--- config.mk ---
export PLATFORM = sky130hd
export DESIGN_NAME = fetch_unit
export DESIGN_NICKNAME = d
export VERILOG_FILES = /design/src/rtl/fetch_unit.sv
export SDC_FILE = /design/constraint.sdc
export NUM_CORES = 1
export LEC_CHECK = 0
export ABC_AREA = 1
export BUFFER_PORTS_ARGS = -buffer_cell sky130_fd_sc_hd__buf_2
export CAP_MARGIN = 20
export CELL_PAD_IN_SITES_DETAIL_PLACEMENT = 2
export CELL_PAD_IN_SITES_GLOBAL_PLACEMENT = 2
export CORE_AREA = 2 2 141 143
export CTS_CLUSTER_SIZE = 30
export DETAILED_ROUTE_END_ITERATION = 10
export DIE_AREA = 0 0 143 145
export PLACE_DENSITY_LB_ADDON = 0.1
export SYNTH_ARGS = -nofsm -noshare
export SYNTH_HDL_FRONTEND = slang
export SYNTH_SLANG_ARGS = --single-unit
--- constraint.sdc ---
create_clock -name clk -period 9.3 [get_ports clk]
set_input_delay 1.86 -clock clk [delete_from_list [all_inputs] [get_ports clk]]
set_output_delay 1.86 -clock clk [all_outputs]
set_load 0.1 [all_outputs]
--- src/rtl/fetch_unit.sv ---
// -----------------------------------------------------------------------------
// fetch_unit
//
// Instruction fetch front end. It holds the fetch PC and sends single-cycle
// requests to instruction memory, with at most one request outstanding. Each
// returned word is stored with its address in a 2-entry FIFO that feeds the
// downstream datapath. A redirect flushes the FIFO and restarts fetch at the
// new (word-aligned) address. If a request is still in flight when the
// redirect arrives, its late response is discarded.
//
// Ports
//   clk          single clock, rising edge
//   rst          synchronous reset, active low
//   redirect     branch/jump taken: flush queue, restart fetch at redirect_pc
//   redirect_pc  new fetch address (bits [1:0] ignored)
//   imem_req     single-cycle fetch request to instruction memory
//   imem_addr    address of the request (the fetch PC)
//   imem_rvalid  response strobe from instruction memory
//   imem_rdata   instruction word, valid with imem_rvalid
//   inst_valid   queue head holds a valid instruction
//   inst_data    instruction at queue head
//   inst_pc      address of instruction at queue head
//   inst_ready   downstream accepts the head entry this cycle
// -----------------------------------------------------------------------------
module fetch_unit #(
  parameter logic [31:0] RESET_PC = 32'h0000_0000,
  parameter int          DEPTH    = 2
) (
  input  logic        clk,
  input  logic        rst,
  input  logic        redirect,
  input  logic [31:0] redirect_pc,
  output logic        imem_req,
  output logic [31:0] imem_addr,
  input  logic        imem_rvalid,
  input  logic [31:0] imem_rdata,
  output logic        inst_valid,
  output logic [31:0] inst_data,
  output logic [31:0] inst_pc,
  input  logic        inst_ready
);

  // IDLE: free to issue; WAIT: one request outstanding;
  // DROP: the outstanding response belongs to a flushed path.
  typedef enum logic [1:0] {
    IDLE = 2'd0,
    WAIT = 2'd1,
    DROP = 2'd2
  } state_t;

  state_t      state;
  state_t      state_next;

  logic [31:0] pc;
  logic [31:0] pc_next;
  logic [1:0]  count;
  logic        head;
  logic        wr_ptr;
  logic        push;
  logic        pop;
  logic        flush;

  logic [31:0] pc_q   [DEPTH];
  logic [31:0] data_q [DEPTH];

  // ---------------------------------------------------------------------------
  // State register
  // ---------------------------------------------------------------------------
  // NOTE: sequential state uses non-blocking assignments so every flop samples
  // pre-edge values regardless of process evaluation order.
  always_ff @(posedge clk) begin
    if (!rst) begin
      state <= IDLE;
    end else begin
      state <= state_next;
    end
  end

  // ---------------------------------------------------------------------------
  // Next-state, request and queue control
  // ---------------------------------------------------------------------------
  // NOTE: every output of this block gets a default first, so no path can
  // leave a variable unassigned and infer a latch.
  always_comb begin
    state_next = state;
    pc_next    = pc;
    push       = 1'b0;
    flush      = 1'b0;

    // rst is part of the term so no request leaves during a reset cycle.
    imem_req = (state == IDLE) && (count != 2'd2) && !redirect && rst;

    case (state)
      IDLE: begin
        // Stray responses (e.g. from before a reset) are ignored here.
        if (imem_req) state_next = WAIT;
      end
      WAIT: begin
        if (redirect) begin
          // A response arriving together with the redirect is simply dropped;
          // otherwise remember that the in-flight response is stale.
          state_next = imem_rvalid ? IDLE : DROP;
        end else if (imem_rvalid) begin
          push       = 1'b1;
          pc_next    = pc + 32'd4;
          state_next = IDLE;
        end
      end
      DROP: begin
        if (!redirect && imem_rvalid) state_next = IDLE;
      end
      default: state_next = IDLE;
    endcase

    // Redirect overrides push, pop and the sequential PC increment.
    if (redirect) begin
      flush   = 1'b1;
      pc_next = {redirect_pc[31:2], 2'b00};
    end
  end

  assign imem_addr  = pc;
  assign inst_valid = (count != 2'd0) && rst;
  assign inst_data  = data_q[head];
  assign inst_pc    = pc_q[head];
  assign pop        = inst_valid && inst_ready && !redirect;
  // Tail slot: head when empty, the other slot when one entry is held.
  assign wr_ptr     = head ^ count[0];

  // ---------------------------------------------------------------------------
  // PC, occupancy and head pointer
  // ---------------------------------------------------------------------------
  always_ff @(posedge clk) begin
    if (!rst) begin
      pc    <= RESET_PC;
      count <= 2'd0;
      head  <= 1'b0;
    end else begin
      pc <= pc_next;
      if (flush) begin
        count <= 2'd0;
        head  <= 1'b0;
      end else begin
        count <= count + 2'(push) - 2'(pop);
        if (pop) head <= ~head;
      end
    end
  end

  // ---------------------------------------------------------------------------
  // Queue storage
  // ---------------------------------------------------------------------------
  // NOTE: the payload array has no reset; count alone decides which entries are
  // meaningful, so clearing the data would add logic without changing behaviour.
  always_ff @(posedge clk) begin
    if (push) begin
      pc_q[wr_ptr]   <= pc;
      data_q[wr_ptr] <= imem_rdata;
    end
  end

endmodule

==> run summary <==
syn avg cell area - 12.0 sq um
Die ar. - 20700 sq um
Longest Clk Path Bufs - 2
Final ANT Viol Nets - 0
port bufs - 160
Worst Path Class, Setup - input port to primary output
maximum VDD drop - 110 uV
vias per cell - 4.81
Max-slew headroom - 0.397
status - completed
WP data arrival - 3120 ps
mapped cell area - 6980 sq um
filler instances - 2027
Final Power - 1.69 mW
Die Width - 143 um
GRT overflow - 0
GRT Overall Usage - 0.191
initial DRC count - 184
Clock Skew - 11.4 ps
DRT Pass-1 Iters - 6
Total Wirelength - 19.4 mm
crit share post-route - 0.535
Detailed Place HPWL - 13.5 mm
Core Region - 19200 sq um
CP startpoint kind - input port
final setup violation count - 0
setup TNS - 0 ps
hold_buf cts - 0
RSZ-0062 raised after global routing - false
H-tree levels - 4
postcts setup bufs - 0
count of nets after finishing - 818
clock-pin transition on the worst setup and hold timing paths - 60 ps
hold depth - 0
MaxCap Viol Count - 0
Final Critical Period - 4980 ps
critical path fanouts, max - 27
Leak - 3.33 nW
Mapped Cells - 582
final hold vios - 0
CP required - 7440 ps
Inserted Diodes - 0
clk root buf - clkbuf_16
vias in the first global route - 5432
CP endpoint kind - primary output
fmax - 201 MHz
critical-path cell list - buf_2 > inv_2 > nor2_4 > o211ai_1 > inv_1 > buf_2
post_cts resized - 0
row count - 51
Slowest cell on crit path - buf_2
reg2reg path depth - 7
cell area power density - 196 nW/um^2
worst skew pair latency - 420 ps
initial antenna violation count - 0
Area growth, synth to finish - 23.5%
register area share after synthesis - 0.637
via count - 4925
max-slew violation total from the final report - 0
# clock sinks - 160
largest net degree at the start of global routing - 63
flops & latches, synth - 160
drc violations - 0
cell mode on critical path - buf_2
layout cells sized above 1 - 0.397
DR WL/cell - 18.9 um
Largest stage delay, worst path - 410 ps
io pins - 167
TritonCTS clock tree - done
first-pass GRT wire length - 30.2 mm
CTS Buf Count - 17
type of the tightest min-delay check - flop to flop
Die Y-Extent - 145 um
RePlAce Congestion - 0.802
Cell variety after synth - 40
worst slew pin tran - 904 ps
Initial Util - 0.363
Synth Warn # - 0
[path summary, 6_finish.rpt]
| check | slack, ps | start | end |
|---|---|---|---|
| worst min register to register | 540 | imem_addr[3] | pc_q[1][3] |
| worst max register to register | 6740 | state[0] | pc_q[1][4] |
| worst max-delay path | 4320 | rst | imem_req |
| worst min-delay path | 540 | imem_addr[3] | pc_q[1][3] |
[cell usage after synthesis (all sizes together)]
cell type,number,share of area
buf,18,0.016
nand2,118,0.070
nand4,1,0.00090
clkbuf,2,0.0011
xor2,4,0.0050
conb,1,0.00054
ha,3,0.0054
nor3,4,0.0036
o21bai,2,0.0022
a22o,4,0.0050
nor3b,2,0.0022
inv,49,0.026
dfxtp,36,0.10
edfxtp,124,0.53
o21ai,18,0.013
o221ai,1,0.0013
a31oi,9,0.0081
a21oi,24,0.019
a21boi,1,0.0011
o211ai,2,0.0022
nand3,27,0.020
xnor2,4,0.0050
mux2,62,0.10
or2,2,0.0018
nand3b,1,0.0011
a22oi,1,0.0011
nor2,62,0.052
[through the flow]
stage	cell area, sq um	setup slack [ps]	util	hold slack (ps)	cells
6_report	8620	4320	0.449	543	1024
5_1_grt	8620	4210	0.449	553	1024
4_1_cts	8620	4290	0.449	544	1024
3_5_place_dp	8040	4300	0.418	529	992
3_3_place_gp	8040	4320	0.418	510	992
2_1_floorplan	6990	4020	-	511	585
[state kept, by name, summed over array words and instances, names as in the netlist, named ones only]
signal     cells
imem_addr     30
data_q        64
head           1
count          2
pc_q          60
state          2
[cells in the final DEF (no fill, tap or decap), types with 5 or more instances in the layout]
| master | synthesis | final |
|---|---|---|
| a31oi_1 | 9 | 9 |
| mux2_2 | 62 | 62 |
| nand3_1 | 26 | 26 |
| nor2_2 | 6 | 6 |
| inv_2 | 9 | 9 |
| buf_2 | 10 | 160 |
| nand2_2 | 5 | 5 |
| nand2_1 | 109 | 109 |
| inv_1 | 40 | 40 |
| o21ai_0 | 15 | 15 |
| nor2_1 | 43 | 41 |
| nor2_4 | 11 | 13 |
| dfxtp_1 | 36 | 35 |
| a21oi_1 | 21 | 21 |
| edfxtp_1 | 124 | 124 |
| clkbuf_16 | 0 | 17 |
[per-layer routing]
metal,wire length (um),up-vias,GRT usage
met2,10100,109,0.333
met4,146,0,0.0436
met1,8330,2471,0.238
met5,0,-,0
met3,817,10,0.0449
li1,-,2335,-
[cells by family after synthesis]
family,Yosys count,synth area share
compound gates,62,0.0525
xor+xnor,8,0.0100
fa+ha+maj,3,0.00538
buf+inv,69,0.0437
flops,160,0.637
mux,62,0.100
other cells,1,0.000537
simple gates,217,0.151
[layout make-up]
class                           instances  area [sq um]  area share
Inverter                               49           184      0.0213
Multi-Input combinational cell        356          2260       0.262
Clock buffer                           18           429      0.0498
Tap cell                              265           332      0.0385
Sequential cell                       160          4450       0.516
Timing Repair Buffer                  162           816      0.0946
Clock inverter                         14           155      0.0180
[critical path: cells and delay by family]
kind / cells / cell delay [ps]
AO/OA/AOI/OAI: 1 / 130
buffers and inverters: 4 / 910
AND/OR/NAND/NOR: 1 / 200
[power breakdown]
part           leakage (nW)  internal [mW]  switching, mW  total (mW)
combinational          1.62         0.0357          0.153       0.189
sequential             1.43          0.785         0.0192       0.804
clock                 0.283          0.400          0.294       0.694
total                  3.33           1.22          0.466        1.69
No activity file was read; power rests on OpenSTA's default activity.
